<file path="src/rtl/switch_ring_arbiter.sv">
// Ring-link tile controller: ring-priority output arbitration with a PE starvation boost,
// plus a 2-deep delivery FIFO for flits addressed to this tile. Output latency 1 cycle.
module switch_ring_arbiter #(
    parameter logic [1:0] RANK         = 2'd0,
    parameter int         STARVE_LIMIT = 3
) (
    input  logic       clk,
    input  logic       rst,
    input  logic [7:0] ring_in_data,
    input  logic       ring_in_valid,
    output logic       ring_in_ready,
    input  logic [7:0] pe_tx_data,
    input  logic       pe_tx_valid,
    output logic       pe_tx_ready,
    output logic [7:0] ring_out_data,
    output logic       ring_out_valid,
    input  logic       ring_out_ready,
    output logic [7:0] pe_rx_data,
    output logic       pe_rx_valid,
    input  logic       pe_rx_ready,
    output logic       pe_boost
);

    localparam logic [3:0] LIMIT = 4'(STARVE_LIMIT);

    logic       local_flit;
    logic       pass_flit;
    logic       can_load;
    logic       grant_ring;
    logic       grant_pe;
    logic       push;
    logic       pop;
    logic [3:0] starve_cnt;

    logic [7:0] mem [2];
    logic       wr_ptr;
    logic       rd_ptr;
    logic [1:0] count;

    assign local_flit = ring_in_valid && (ring_in_data[5:4] == RANK);
    assign pass_flit  = ring_in_valid && !local_flit;
    assign can_load   = !ring_out_valid || ring_out_ready;

    // Ring wins conflicts until the PE has waited LIMIT cycles; grants are suppressed in reset.
    assign grant_ring = !rst && can_load && pass_flit &&
                        (!pe_tx_valid || (starve_cnt < LIMIT));
    assign grant_pe   = !rst && can_load && pe_tx_valid &&
                        (!pass_flit || (starve_cnt >= LIMIT));

    assign ring_in_ready = !rst && (local_flit ? (count < 2'd2) : grant_ring);
    assign pe_tx_ready   = grant_pe;

    assign push        = local_flit && ring_in_ready;
    assign pop         = !rst && pe_rx_valid && pe_rx_ready;
    assign pe_rx_valid = (count != 2'd0);
    assign pe_rx_data  = pe_rx_valid ? mem[rd_ptr] : 8'h00;

    always_ff @(posedge clk) begin
        if (rst) begin
            ring_out_valid <= 1'b0;
            ring_out_data  <= 8'h00;
            pe_boost       <= 1'b0;
            starve_cnt     <= 4'd0;
        end else begin
            pe_boost <= grant_pe && pass_flit;
            if (grant_ring) begin
                ring_out_data  <= ring_in_data;
                ring_out_valid <= 1'b1;
            end else if (grant_pe) begin
                ring_out_data  <= pe_tx_data;
                ring_out_valid <= 1'b1;
            end else if (ring_out_ready) begin
                ring_out_valid <= 1'b0;
            end

            if (grant_pe || !pe_tx_valid) begin
                starve_cnt <= 4'd0;
            end else if (starve_cnt != 4'd15) begin
                starve_cnt <= starve_cnt + 4'd1;
            end
        end
    end

    // Push readiness uses only the registered count, so a full FIFO refuses even during a pop.
    always_ff @(posedge clk) begin
        if (rst) begin
            wr_ptr <= 1'b0;
            rd_ptr <= 1'b0;
            count  <= 2'd0;
        end else begin
            if (push) begin
                mem[wr_ptr] <= ring_in_data;
                wr_ptr      <= !wr_ptr;
            end
            if (pop) begin
                rd_ptr <= !rd_ptr;
            end
            case ({push, pop})
                2'b10:   count <= count + 2'd1;
                2'b01:   count <= count - 2'd1;
                default: count <= count;
            endcase
        end
    end

endmodule

</file>
<file path="config.mk">
export PLATFORM = sky130hd
export DESIGN_NAME = switch_ring_arbiter
export DESIGN_NICKNAME = d
export VERILOG_FILES = /design/src/rtl/switch_ring_arbiter.sv
export SDC_FILE = /design/constraint.sdc
export NUM_CORES = 1
export LEC_CHECK = 0
export BUFFER_PORTS_ARGS = -buffer_cell sky130_fd_sc_hd__buf_2
export CORE_ASPECT_RATIO = 0.5
export CORE_MARGIN = 4
export CORE_UTILIZATION = 43
export CTS_CLUSTER_DIAMETER = 50
export DETAILED_ROUTE_END_ITERATION = 6
export PLACE_DENSITY = 0.7
export SLEW_MARGIN = 25
export SYNTH_ARGS = -nofsm -noshare
export SYNTH_HDL_FRONTEND = slang
export SYNTH_SLANG_ARGS = --single-unit
export TNS_END_PERCENT = 10
</file>
<file path="constraint.sdc">
create_clock -name clk -period 5.3 [get_ports clk]
set_clock_uncertainty 0.15 [all_clocks]
set_input_delay 0.265 -clock clk [delete_from_list [all_inputs] [get_ports clk]]
set_output_delay 0.265 -clock clk [all_outputs]
set_load 0.05 [all_outputs]
</file>
After elaboration in Yosys (flattened, before gate mapping)
Memories as Yosys holds them, arrays and structs flattened. A register that Yosys moved wholly into a read port is not among the register bits.
Index checks and enable logic that the tools add are counted.
{"block": "totals", "ff_bits": 18, "mem_bits_rw": 16, "in_bits": 22, "out_inout_bits": 21, "mem_count": 1}
{"name": "mem", "words": 2, "word_bits": 8, "rd": 1, "rd_ports_with_merged_regs": 1, "write_ports": 1, "line": "35", "text": "logic [7:0] mem [2];"}
{"block": "op_classes", "add_sub_neg": 3, "n_lt_le_gt_ge": 3, "n_eq_ne": 3, "mux": 13, "n_reduce_logical": 29}
{"cell": "8-bit two-way mux", "n": 3}
{"cell": "1-bit logical AND", "n": 12}
{"cell": "1-bit two-way mux", "n": 9}
{"cell": "1-bit zero test", "n": 7}
{"cell": "2-bit nonzero test", "n": 3}
{"cell": "4-bit by 1-bit adder with 4-bit output, second input constant", "n": 1}
{"cell": "4-bit by 2-bit >= comparator with 1-bit output, second input constant", "n": 1}
{"cell": "1-bit logical OR", "n": 4}
{"cell": "4-bit by 2-bit < comparator with 1-bit output, second input constant", "n": 1}
{"cell": "4-bit inequality test, second input constant", "n": 1}
{"cell": "2-bit one-hot mux with 2 select lines", "n": 1}
{"cell": "3-bit nonzero test", "n": 1}
{"cell": "2-bit by 1-bit adder with 2-bit output, second input constant", "n": 1}
{"cell": "2-bit by 1-bit equality test with 1-bit output, second input constant", "n": 1}
{"cell": "2-bit equality test, second input constant", "n": 1}
{"cell": "2-bit zero test", "n": 1}
{"cell": "2-bit < comparator, second input constant", "n": 1}
{"cell": "2-bit OR reduction", "n": 1}
{"cell": "2-bit by 1-bit subtractor with 2-bit output, second input constant", "n": 1}

Logic depth before layout (Yosys ltp)
Gate-level depths: netlist of the first run.
{"block": "depth", "depth_word": 12, "ltp_mapped": 7, "depth_no_buf": 6}

Worst setup path after synthesis of the first run
Ideal clock, no wire load.
{"block": "synth_path", "path_kind": "flip-flop to output port", "start": "register ring_out_valid", "end": "output port pe_tx_ready", "t_arrival_ps": 1948, "slack_ps": 2937, "path_stages_with_launch": 4, "n_path_buf": 0, "cell_sequence": "dfxtp_1 -> and2b_4 -> o21bai_1 -> nor3_1"}
{"block": "synth_via", "elab_chain_len": 5}
{"element": "start, declared", "line": "16", "text": "output logic ring_out_valid,"}
{"element": "start signal, assigned", "line": "60", "text": "ring_out_valid <= 1'b0;"}
{"element": "start signal, assigned", "line": "68", "text": "ring_out_valid <= 1'b1;"}
{"element": "start signal, assigned", "line": "71", "text": "ring_out_valid <= 1'b1;"}
{"element": "1-bit zero test", "line": "42", "text": "assign can_load = !ring_out_valid || ring_out_ready;"}
{"element": "1-bit logical OR", "line": "42"}
{"element": "1-bit logical AND (3 in series)", "line": "47", "text": "assign grant_pe = !rst && can_load && pe_tx_valid &&"}
{"element": "end, declared", "line": "14", "text": "output logic pe_tx_ready,"}
Every way passes these cells.

Worst setup path after layout of the first run
{"block": "layout_path", "start": "register starve_cnt[0]", "end": "output port ring_in_ready"}
{"block": "layout_via", "elab_chain_len": 5}
{"element": "start, declared", "line": "33", "text": "logic [3:0] starve_cnt;"}
{"element": "start signal, assigned", "line": "79", "text": "starve_cnt <= starve_cnt + 4'd1;"}
{"element": "4-bit by 2-bit < comparator with 1-bit output", "line": "46", "text": "(!pe_tx_valid || (starve_cnt < LIMIT));"}
{"element": "1-bit logical OR", "line": "46"}
{"element": "1-bit logical AND", "line": "45", "text": "assign grant_ring = !rst && can_load && pass_flit &&"}
{"element": "1-bit two-way mux", "line": "50", "text": "assign ring_in_ready = !rst && (local_flit ? (count < 2'd2) : grant_ring);"}
{"element": "1-bit logical AND", "line": "50"}
{"element": "end, declared", "line": "11", "text": "output logic ring_in_ready,"}
Every way passes these cells.

==> results of run 1 <==
-- report_power, final --
group	total, mW	leakage (nW)	internal, mW	switching, mW
combinational	0.0944	0.409	0.0295	0.0648
sequential	0.298	0.300	0.292	0.00605
clock	0.276	0.0654	0.188	0.0877
total	0.668	0.774	0.509	0.159
-- logic make-up (layout without fill, tap and decap cells) --
logic type	Yosys count	in the layout	synth area share, %
compound gates	17	17	11.06
xor+xnor	5	5	2.846
flops	35	35	55.93
mux	17	17	11.06
buf+inv	8	54	3.007
fa+ha+maj	2	2	1.626
simple gates	46	46	14.47
-- state kept, by name (all words and copies together), names as in the netlist, named ones only --
register and flops:
count 2, mem 16, pe_boost 1, rd_ptr 1, ring_out_data 8, ring_out_valid 1
starve_cnt 4, wr_ptr 1
-- synth_stat cells, drive strengths merged --
cell type	number	area (um^2)
nor2	33	123.9
dfxtp	19	380.4
mux2i	17	170.2
edfxtp	16	480.5
a211oi	10	120.1
buf	4	31.27
inv	3	11.26
o21ai	3	18.77
xnor2	3	26.28
ha	2	25.02
nand3	2	10.01
nor3	2	10.01
nor4b	2	32.53
or3	2	12.51
xor2	2	17.52
a21oi	1	5.000
a31oi	1	6.260
and2b	1	10.01
clkbuf	1	3.750
nand2	1	3.750
nand2b	1	6.260
nand3b	1	7.510
nor4	1	6.260
o21bai	1	7.510
o31ai	1	12.51
-- per-layer routing --
metal	global-route usage, %	routed length, um	up-vias
met5	0	0	-
met4	3.695	22	0
met3	5.689	124	2
met2	21.61	1385	14
met1	14.34	1217	494
li1	-	-	554
-- worst register-to-register path: stages, from the launching register on --
cell	delay, ps
dfxtp_1	340
ha_1	280
o31ai_2	250
nor4b_4	650
mux2i_1	310
a211oi_2	90
-- cell type report --
cell class                      instances  area [um^2]
Timing Repair Buffer                   43        217.7
Clock inverter                          2        60.06
Sequential cell                        35        860.8
Multi-Input combinational cell         87        631.9
Inverter                                3        11.26
Tap cell                               51        63.81
Clock buffer                            6        72.57
Fill cell                             298         1516
-- through the flow --
step	power, mW	util [%]
finish	0.6676	55.85
global route	0.6966	55.85
CTS	0.6743	55.85
detailed placement	0.3988	51.99
global placement	0.3977	51.99
floorplan	0.3743	-
-- worst paths after layout --
kind                                       from          endpoint  slack (ps)  cells after the start
worst max-delay path              starve_cnt[0]     ring_in_ready        2630                      6
worst min-delay path            ring_in_data[6]         mem[0][6]          40                      1
worst max register to register    starve_cnt[0]  ring_out_data[2]        3100                      5
worst min register to register           rd_ptr            rd_ptr         360                      2
==> impl_metrics.prom, run 1 <==
# TYPE chip_impl_metric gauge
chip_impl_metric{name="drt_first_pass_iters",unit=""} 4
chip_impl_metric{name="grt_usage",unit="%"} 12.62
chip_impl_metric{name="post_route_standard_cell_area_excluding_fillers",unit="um^2"} 1918
chip_impl_metric{name="pre_cts_slack",unit="ps"} 2952
chip_impl_metric{name="initial_utilization",unit="%"} 44.81
chip_impl_metric{name="io_pins",unit=""} 43
chip_impl_metric{name="die-height",unit="um"} 50.31
chip_impl_metric{name="synthesis.instances",unit=""} 130
chip_impl_metric{name="n_antenna_cell",unit=""} 0
chip_impl_info{name="final_common_cell",value="buf_2"} 1
chip_impl_metric{name="crit_path_required_time",unit="ps"} 4890
chip_impl_metric{name="count_of_instances_resized_after_the_clock_tree_is_built",unit=""} 0
chip_impl_metric{name="yosysUniqueCellTypes",unit=""} 30
chip_impl_metric{name="cts_inserted_buffers",unit=""} 5
chip_impl_metric{name="setup_viol_count_final",unit=""} 0
chip_impl_metric{name="core_region_area",unit="um^2"} 3435
chip_impl_metric{name="timing.critical_path.arrival",unit="ps"} 2250
chip_impl_metric{name="synthesized_area",unit="um^2"} 1539
chip_impl_metric{name="worst_path_largest_cell_delay",unit="ps"} 650
chip_impl_metric{name="cts.reportedPaths.clkPinSlew",unit="ps"} 70
chip_impl_metric{name="final-max-slew-violation-count",unit=""} 0
chip_impl_info{name="cts.root.buffer_cell",value="clkbuf_8"} 1
chip_impl_metric{name="wirelength",unit="um"} 2748
chip_impl_metric{name="max-vdd-ir-drop",unit="V"} 0.0001851
chip_impl_metric{name="p_per_area",unit="nW/um^2"} 348.1
chip_impl_info{name="layout.cells.most_common_list",value="buf_2 (42), nor2_1 (33), dfxtp_1 (19)"} 1
chip_impl_info{name="crit_path_top_delay_cell",value="nor4b_4"} 1
chip_impl_metric{name="finalHoldViolations",unit=""} 0
chip_impl_metric{name="timing.setup.tns",unit="ps"} 0
chip_impl_info{name="critical-path-top-delay-family",value="simple AND/OR/NAND/NOR gates"} 1
chip_impl_metric{name="count_of_synthesis_stage_warnings_from_yosys",unit=""} 0
chip_impl_metric{name="die_w",unit="um"} 92.61
chip_impl_metric{name="layout_cells_sized_above_1",unit="%"} 35.80
chip_impl_metric{name="cts_hold_repair_buffers",unit=""} 0
chip_impl_metric{name="post-cts-setup-buffers",unit=""} 0
chip_impl_metric{name="finalHoldWorstSlack",unit="ps"} 41.35
chip_impl_info{name="worstSetupStartpointType",value="flop"} 1
chip_impl_metric{name="first_global_vias",unit=""} 990
chip_impl_metric{name="finalCritPeriodShare",unit="%"} 50.30
chip_impl_metric{name="die_area",unit="um^2"} 4658
chip_impl_metric{name="place.port_buffers",unit=""} 42
chip_impl_metric{name="clock-sinks",unit=""} 35
chip_impl_metric{name="routed_via_count_divided_by_cell_count",unit=""} 4.687
chip_impl_metric{name="critical_path_buf_inv_count",unit=""} 1
chip_impl_metric{name="clock_period_minus_final_worst_setup_slack",unit="ps"} 2666
chip_impl_info{name="result_of_the_run",value="complete, no violations"} 1
chip_impl_metric{name="antenna_found_initial",unit=""} 0
chip_impl_metric{name="max_slew_margin",unit="%"} 51.97
chip_impl_metric{name="drtIter0Drc",unit=""} 14
chip_impl_metric{name="achievable-frequency",unit="MHz"} 375.1
chip_impl_metric{name="pnr_worst_setup_slack",unit="ps"} 2634
chip_impl_metric{name="post-route-drc-count",unit=""} 0
chip_impl_metric{name="cap_violations",unit=""} 0
chip_impl_metric{name="clock_tree.htree_level_count",unit=""} 2
chip_impl_info{name="crit_path_end_kind",value="output pin"} 1
chip_impl_metric{name="count_of_state_elements_after_synthesis",unit=""} 35
chip_impl_metric{name="postSynthNetCount",unit=""} 154
chip_impl_metric{name="site_rows",unit=""} 15
chip_impl_metric{name="worst_case_clock_buffer_depth",unit=""} 2
chip_impl_metric{name="placedInstanceArea",unit="um^2"} 1785
chip_impl_metric{name="syn_area_per_cell",unit="um^2"} 11.84
chip_impl_info{name="cts_tree",value="built"} 1
chip_impl_metric{name="fin_cells",unit=""} 227
chip_impl_metric{name="worst-path-max-fanout",unit=""} 9
chip_impl_metric{name="place_hpwl",unit="um"} 2055
chip_impl_info{name="worstSetupPathType",value="reg -> out"} 1
chip_impl_metric{name="grt_pass1_wl",unit="um"} 4457
chip_impl_metric{name="overflow",unit=""} 0
chip_impl_metric{name="post-place-cells",unit=""} 219
chip_impl_info{name="critical_path.cell_chain",value="ha_1, o31ai_2, nor4b_4, nor2_1, nor2_1, buf_2"} 1
chip_impl_metric{name="design.final.nets",unit=""} 199
chip_impl_metric{name="clk_latency",unit="ps"} 280
chip_impl_info{name="critical_path.most_common_cell",value="nor2_1"} 1
chip_impl_metric{name="drt.antenna.violating_nets",unit=""} 0
chip_impl_metric{name="wl_per_cell",unit="um"} 12.11
chip_impl_metric{name="grt_start_max_net_pins",unit=""} 23
chip_impl_metric{name="total_leakage_power",unit="nW"} 0.7742
chip_impl_metric{name="tightestPinTransition",unit="ps"} 717.4
chip_impl_metric{name="via_count",unit=""} 1064
chip_impl_metric{name="synth.yosys.seq_area_share",unit="%"} 55.93
chip_impl_info{name="grt_setup_unrepaired",value="no"} 1
chip_impl_metric{name="place_congestion",unit=""} 0.7137
chip_impl_info{name="min_path_type",value="in -> reg"} 1
chip_impl_metric{name="syn_to_final_growth",unit="%"} 24.63
Note: power is estimated with default switching activity, not from simulation.
==> run 2, diff against run 1 <==
- ABC_AREA: default -> 1
- PLACE_DENSITY: 0.7 -> 0.69
- clock period: 5.3 -> 2.7 ns (I/O delays scaled with it)
==> impl_metrics.prom, run 2 <==
# TYPE chip_impl_metric gauge
chip_impl_metric{name="overflow",unit=""} 0
chip_impl_info{name="crit_path_end_kind",value="output pin"} 1
chip_impl_metric{name="initial_utilization",unit="%"} 46.28
chip_impl_metric{name="synthesis.instances",unit=""} 179
chip_impl_metric{name="cts.reportedPaths.clkPinSlew",unit="ps"} 70
chip_impl_metric{name="ff2ff_setup_slack",unit="ps"} 780
chip_impl_metric{name="site_rows",unit=""} 15
chip_impl_metric{name="routed_via_count_divided_by_cell_count",unit=""} 4.743
chip_impl_metric{name="synth_top_area_share",unit="%"} 29.27
chip_impl_metric{name="drt.antenna.violating_nets",unit=""} 0
chip_impl_metric{name="die_area",unit="um^2"} 4930
chip_impl_metric{name="antenna_found_initial",unit=""} 0
chip_impl_metric{name="place_congestion",unit=""} 0.7804
chip_impl_metric{name="synthesized_area",unit="um^2"} 1642
chip_impl_metric{name="cts_inserted_buffers",unit=""} 5
chip_impl_metric{name="syn_to_final_growth",unit="%"} 24.54
chip_impl_metric{name="design.final.nets",unit=""} 256
chip_impl_metric{name="achievable-frequency",unit="MHz"} 447.3
chip_impl_metric{name="wl_per_cell",unit="um"} 12.01
chip_impl_info{name="min_path_type",value="in -> reg"} 1
chip_impl_info{name="cts.root.buffer_cell",value="clkbuf_8"} 1
chip_impl_metric{name="cts_hold_repair_buffers",unit=""} 9
chip_impl_metric{name="place.port_buffers",unit=""} 42
chip_impl_metric{name="synth_edf_count",unit=""} 16
chip_impl_info{name="synth.top_cells.by_count",value="nand2_1 (30), nor2_1 (26), dfxtp_1 (19)"} 1
chip_impl_metric{name="cap_violations",unit=""} 0
chip_impl_metric{name="setup_viol_count_final",unit=""} 0
chip_impl_metric{name="grt_pass1_wl",unit="um"} 5740
chip_impl_info{name="register_name_with_the_most_flops",value="mem"} 1
chip_impl_info{name="final_common_cell",value="buf_2"} 1
chip_impl_metric{name="io_pins",unit=""} 43
chip_impl_metric{name="clk_latency",unit="ps"} 290
chip_impl_metric{name="filler_cell_count",unit=""} 323
chip_impl_metric{name="syn_area_per_cell",unit="um^2"} 9.171
chip_impl_metric{name="die-height",unit="um"} 51.69
chip_impl_metric{name="clock-sinks",unit=""} 35
chip_impl_metric{name="drtIter0Drc",unit=""} 63
chip_impl_metric{name="number_of_flip_flops_under_the_largest_register_name",unit=""} 16
chip_impl_metric{name="via_count",unit=""} 1347
chip_impl_metric{name="grt_usage",unit="%"} 15.46
chip_impl_info{name="cts_tree",value="built"} 1
chip_impl_metric{name="yosysUniqueCellTypes",unit=""} 27
chip_impl_metric{name="n_antenna_cell",unit=""} 0
chip_impl_metric{name="worst_case_clock_buffer_depth",unit=""} 2
chip_impl_info{name="grt_setup_unrepaired",value="no"} 1
chip_impl_metric{name="timing.critical_path.arrival",unit="ps"} 1950
chip_impl_info{name="synthMostInstantiatedCell",value="nand2_1"} 1
chip_impl_metric{name="p_per_area",unit="nW/um^2"} 577.1
chip_impl_metric{name="count_of_instances_resized_after_the_clock_tree_is_built",unit=""} 0
chip_impl_metric{name="total_leakage_power",unit="nW"} 0.8923
chip_impl_metric{name="grt_start_max_net_pins",unit=""} 18
chip_impl_metric{name="first_global_vias",unit=""} 1266
chip_impl_metric{name="clock_period_minus_final_worst_setup_slack",unit="ps"} 2236
chip_impl_metric{name="core_region_area",unit="um^2"} 3547
chip_impl_metric{name="crit_path_required_time",unit="ps"} 2410
chip_impl_info{name="synth_top_cell_by_area",value="edfxtp_1"} 1
chip_impl_metric{name="clock_tree.htree_level_count",unit=""} 2
chip_impl_metric{name="die_w",unit="um"} 95.38
chip_impl_metric{name="drt_first_pass_iters",unit=""} 4
chip_impl_info{name="synth.top_cells.by_area",value="edfxtp_1 (29%), dfxtp_1 (23%), nand2_1 (6.9%)"} 1
chip_impl_info{name="worstSetupStartpointType",value="input pin"} 1
chip_impl_metric{name="max-vdd-ir-drop",unit="V"} 0.0001934
chip_impl_info{name="worstSetupPathType",value="in -> out"} 1
chip_impl_metric{name="wirelength",unit="um"} 3412
chip_impl_metric{name="utilization",unit="%"} 57.64
chip_impl_info{name="layout.cells.most_common_list",value="buf_2 (42), nand2_1 (30), nor2_1 (26)"} 1
chip_impl_metric{name="post-route-drc-count",unit=""} 0
chip_impl_metric{name="finalCritPeriodShare",unit="%"} 82.80
chip_impl_info{name="ys.flop_type",value="dfxtp_1"} 1
chip_impl_metric{name="postSynthNetCount",unit=""} 203
chip_impl_metric{name="asyncSetResetFlopFracSynth",unit="%"} 0
chip_impl_metric{name="layout_cells_sized_above_1",unit="%"} 30.90
chip_impl_info{name="result_of_the_run",value="complete, no violations"} 1
chip_impl_metric{name="finalHoldViolations",unit=""} 0
chip_impl_metric{name="synth.yosys.seq_area_share",unit="%"} 52.44
chip_impl_metric{name="count_of_synthesis_stage_warnings_from_yosys",unit=""} 0
chip_impl_metric{name="count_of_state_elements_after_synthesis",unit=""} 35
chip_impl_metric{name="tightestPinTransition",unit="ps"} 700.8
chip_impl_metric{name="timing.setup.tns",unit="ps"} 0
chip_impl_metric{name="worst-path-max-fanout",unit=""} 17
chip_impl_metric{name="post-cts-setup-buffers",unit=""} 0
chip_impl_metric{name="final-max-slew-violation-count",unit=""} 0
chip_impl_info{name="largestRegisters",value="mem x16, ring_out_data x8, starve_cnt x4"} 1
chip_impl_metric{name="place_hpwl",unit="um"} 2411
chip_impl_metric{name="max_slew_margin",unit="%"} 53.11
-- run 2: power breakdown --
group / switching, mW / total (mW) / internal [mW]
Sequential: 0.0121 / 0.585 / 0.573
Combinational: 0.149 / 0.213 / 0.0640
Clock: 0.202 / 0.382 / 0.179
-- run 2: critical path, cell delays in order --
cell           delay [ps]
dlygate4sd3_1         550
buf_2                 160
inv_2                 210
nand2_4               120
nor2_8                280
nand2_1                90
a21oi_1               120
buf_2                 270
-- run 2: area by class of cell --
type	count	area, um^2	share of cell area [%]
clock buffer	5	68.82	3.366
multi-input combinational	122	666.9	32.62
clock inverter	3	20.02	0.9792
tap	51	63.81	3.121
sequential	35	860.8	42.11
inverter	17	63.81	3.121
timing repair buffer	51	300.3	14.69
-- run 2: path summary, 6_finish.rpt --
| check | from | to | cells past startpoint |
|---|---|---|---|
| setup reg to reg | count[0] | count[1] | 9 |
| setup / recovery | rst | ring_in_ready | 8 |
| hold reg to reg | wr_ptr | wr_ptr | 2 |
| hold / removal | pe_tx_data[7] | ring_out_data[7] | 5 |
-- run 2: logic make-up (layout without fill, tap and decap cells) --
| group | count (synthesis) | count (layout) | synth area share, % |
|---|---|---|---|
| AOI/OAI and AO/OA | 40 | 40 | 15.93 |
| buffers and inverters | 22 | 76 | 6.936 |
| DFF | 35 | 35 | 52.44 |
| adders and majority gates | 2 | 2 | 1.524 |
| and+or+nand+nor | 76 | 76 | 21.04 |
| xor gates and xnor gates | 4 | 4 | 2.135 |
-- run 2: per-stage QoR --
step           area, um^2  std cells  worst slack (ps)  hold slack [ps]  total power [mW]
3_3_place_gp         1866        267             804.0            206.2            0.7974
3_5_place_dp         1866        267             763.1            198.5            0.8007
4_1_cts              2044        284             482.2            41.31             1.186
5_1_grt              2044        284             288.8            65.18             1.229
6_report             2044        284             464.5            45.49             1.180
2_1_floorplan        1642        179             550.2            54.41            0.7487
-- run 2: layer usage --
metal	global-route usage [%]	vias to the layer above	wire length, um
met5	0	-	0
met4	7.075	0	59
met3	4.480	7	145
met2	24.91	24	1654
met1	19.33	616	1552
li1	-	700	-
==> run 3, diff against run 2 <==
- PLACE_DENSITY: 0.69 -> 0.72
- clock period: 2.7 -> 2 ns (I/O delays scaled with it)
==> impl_metrics.prom, run 3 (synthesized netlist as in run 2, its figures left out) <==
# TYPE chip_impl_metric gauge
chip_impl_info{name="result_of_the_run",value="complete, no violations"} 1
chip_impl_metric{name="wirelength",unit="um"} 3402
chip_impl_info{name="cts.root.buffer_cell",value="clkbuf_8"} 1
chip_impl_metric{name="finalCritPeriodShare",unit="%"} 94.97
chip_impl_metric{name="initial_utilization",unit="%"} 46.28
chip_impl_metric{name="worst-path-max-fanout",unit=""} 13
chip_impl_info{name="crit_path_end_kind",value="output pin"} 1
chip_impl_metric{name="achievable-frequency",unit="MHz"} 526.5
chip_impl_metric{name="place_hpwl",unit="um"} 2531
chip_impl_metric{name="crit_path_required_time",unit="ps"} 1750
chip_impl_metric{name="clock_period_minus_final_worst_setup_slack",unit="ps"} 1899
chip_impl_info{name="worst_r2r_startpoint",value="count[0]"} 1
chip_impl_metric{name="total_leakage_power",unit="nW"} 0.9265
chip_impl_metric{name="r2r.worst_path.cells",unit=""} 9
chip_impl_metric{name="wl_per_cell",unit="um"} 11.69
chip_impl_metric{name="worst_case_clock_buffer_depth",unit=""} 2
chip_impl_info{name="critical_path.cell_chain",value="dlygate4sd3_1, buf_2, inv_2, buf_4, nand2_4, nor2_8, nand2_1, a21oi_2, buf_6"} 1
chip_impl_info{name="crit_path_top_delay_cell",value="dlygate4sd3_1"} 1
chip_impl_metric{name="final-max-slew-violation-count",unit=""} 0
chip_impl_metric{name="placedInstanceArea",unit="um^2"} 1914
chip_impl_metric{name="post_route_standard_cell_area_excluding_fillers",unit="um^2"} 2110
chip_impl_metric{name="timing.critical_path.arrival",unit="ps"} 1650
chip_impl_metric{name="place.port_buffers",unit=""} 42
chip_impl_metric{name="io_pins",unit=""} 43
chip_impl_metric{name="cts_inserted_buffers",unit=""} 5
chip_impl_metric{name="number_of_cells_traversed_by_the_worst_hold_path",unit=""} 5
chip_impl_metric{name="ff2ff_setup_slack",unit="ps"} 320
chip_impl_metric{name="drt.antenna.violating_nets",unit=""} 0
chip_impl_metric{name="first_global_vias",unit=""} 1263
chip_impl_info{name="final_common_cell",value="buf_2"} 1
chip_impl_metric{name="drt_first_pass_iters",unit=""} 4
chip_impl_metric{name="post-route-drc-count",unit=""} 0
chip_impl_info{name="grt_setup_unrepaired",value="no"} 1
chip_impl_info{name="hold_path.startpoint",value="pe_tx_data[1]"} 1
chip_impl_metric{name="clk_latency",unit="ps"} 280
chip_impl_metric{name="layout_cells_sized_above_1",unit="%"} 33.33
chip_impl_metric{name="worst_path_largest_cell_delay",unit="ps"} 530
chip_impl_metric{name="tightestPinTransition",unit="ps"} 412.6
chip_impl_metric{name="filler_cell_count",unit=""} 297
chip_impl_metric{name="p_per_area",unit="nW/um^2"} 754.4
chip_impl_metric{name="antenna_found_initial",unit=""} 0
chip_impl_metric{name="routed_via_count_divided_by_cell_count",unit=""} 4.663
chip_impl_metric{name="clock_tree.htree_level_count",unit=""} 2
chip_impl_metric{name="cap_violations",unit=""} 0
chip_impl_info{name="regToRegEndpoint",value="count[1]"} 1
chip_impl_metric{name="drtIter0Drc",unit=""} 92
chip_impl_metric{name="number_of_flip_flops_under_the_largest_register_name",unit=""} 16
chip_impl_metric{name="max-vdd-ir-drop",unit="V"} 0.0003995
chip_impl_metric{name="place_congestion",unit=""} 0.7485
chip_impl_info{name="worstSetupPathType",value="in -> out"} 1
chip_impl_info{name="cts_tree",value="built"} 1
chip_impl_metric{name="site_rows",unit=""} 15
chip_impl_metric{name="finalHoldViolations",unit=""} 0
chip_impl_metric{name="grt_start_max_net_pins",unit=""} 17
chip_impl_metric{name="grt_usage",unit="%"} 15.03
chip_impl_metric{name="syn_to_final_growth",unit="%"} 28.51
chip_impl_metric{name="setup_viol_count_final",unit=""} 0
chip_impl_metric{name="n_antenna_cell",unit=""} 0
chip_impl_metric{name="timing.setup.tns",unit="ps"} 0
chip_impl_metric{name="finalHoldWorstSlack",unit="ps"} 5.488
chip_impl_metric{name="design.final.nets",unit=""} 263
chip_impl_metric{name="core_region_area",unit="um^2"} 3547
chip_impl_info{name="worst_setup_path_startpoint",value="rst"} 1
chip_impl_info{name="hold_path_end",value="ring_out_data[1]"} 1
chip_impl_info{name="worstSetupStartpointType",value="input pin"} 1
chip_impl_metric{name="die_area",unit="um^2"} 4930
chip_impl_info{name="layout.cells.most_common_list",value="buf_2 (40), nand2_1 (30), nor2_1 (26)"} 1
chip_impl_metric{name="clock-sinks",unit=""} 35
chip_impl_metric{name="overflow",unit=""} 0
chip_impl_info{name="register_name_with_the_most_flops",value="mem"} 1
chip_impl_metric{name="grt_pass1_wl",unit="um"} 5644
chip_impl_metric{name="cts.reportedPaths.clkPinSlew",unit="ps"} 70
chip_impl_metric{name="via_count",unit=""} 1357
chip_impl_info{name="largestRegisters",value="mem x16, ring_out_data x8, starve_cnt x4"} 1
chip_impl_info{name="min_path_type",value="in -> reg"} 1
chip_impl_metric{name="die_w",unit="um"} 95.38
chip_impl_metric{name="max_slew_margin",unit="%"} 72.43
chip_impl_metric{name="die-height",unit="um"} 51.69
[run 3: layer usage]
metal / routed length, um / share of wire [%] / global-route usage (%)
met5: 0 / 0 / 0
met2: 1646 / 48 / 23.99
met4: 20 / 0.59 / 4.953
met1: 1586 / 47 / 19.46
met3: 149 / 4.4 / 4.769
[run 3: per-stage QoR]
step	worst slack (ps)	std cells	total power [mW]	util, %
finish	100.6	291	1.591	59.47
global route	4.782	291	1.670	59.47
CTS	27.38	290	1.608	59.01
detailed placement	274.5	273	1.089	53.97
global placement	381.3	273	1.084	53.97
floorplan	20.97	179	1.012	-
[run 3: area by class of cell]
type | instances | area [um^2] | area share [%]
Clock buffer | 5 | 68.82 | 3.262
Clock inverter | 3 | 20.02 | 0.9490
Inverter | 17 | 63.81 | 3.025
Multi-Input combinational cell | 122 | 670.6 | 31.79
Sequential cell | 35 | 860.8 | 40.81
Tap cell | 51 | 63.81 | 3.025
Timing Repair Buffer | 58 | 361.6 | 17.14
[run 3: critical path: cells and delay by family]
| kind | cells | cell delay, ps |
|---|---|---|
| buf+inv | 5 | 1110 |
| simple gates | 3 | 290 |
| compound gates | 1 | 140 |
[run 3: timing repair]
item / CTS / global route
buffers inserted: 0 / 1
endpoints found under the setup margin: 0 / 3
hold endpoints to repair: 20 / 0
hold buffers: 9 / 0
resized for setup: 0 / 4
[run 3: how the worst max path moves through the flow]
stage	end	cells past startpoint
floorplan	count[1]	9
global placement	count[1]	9
detailed placement	count[1]	7
CTS	ring_in_ready	9
global route	ring_in_ready	9
finish	ring_in_ready	9
[run 3: where the power goes]
| part | total [mW] | internal [mW] | leakage (nW) | switching [mW] |
|---|---|---|---|---|
| clock | 0.503 | 0.242 | 0.0402 | 0.261 |
| sequential | 0.790 | 0.773 | 0.300 | 0.0162 |
| combinational | 0.299 | 0.0948 | 0.586 | 0.204 |
| total | 1.59 | 1.11 | 0.926 | 0.481 |
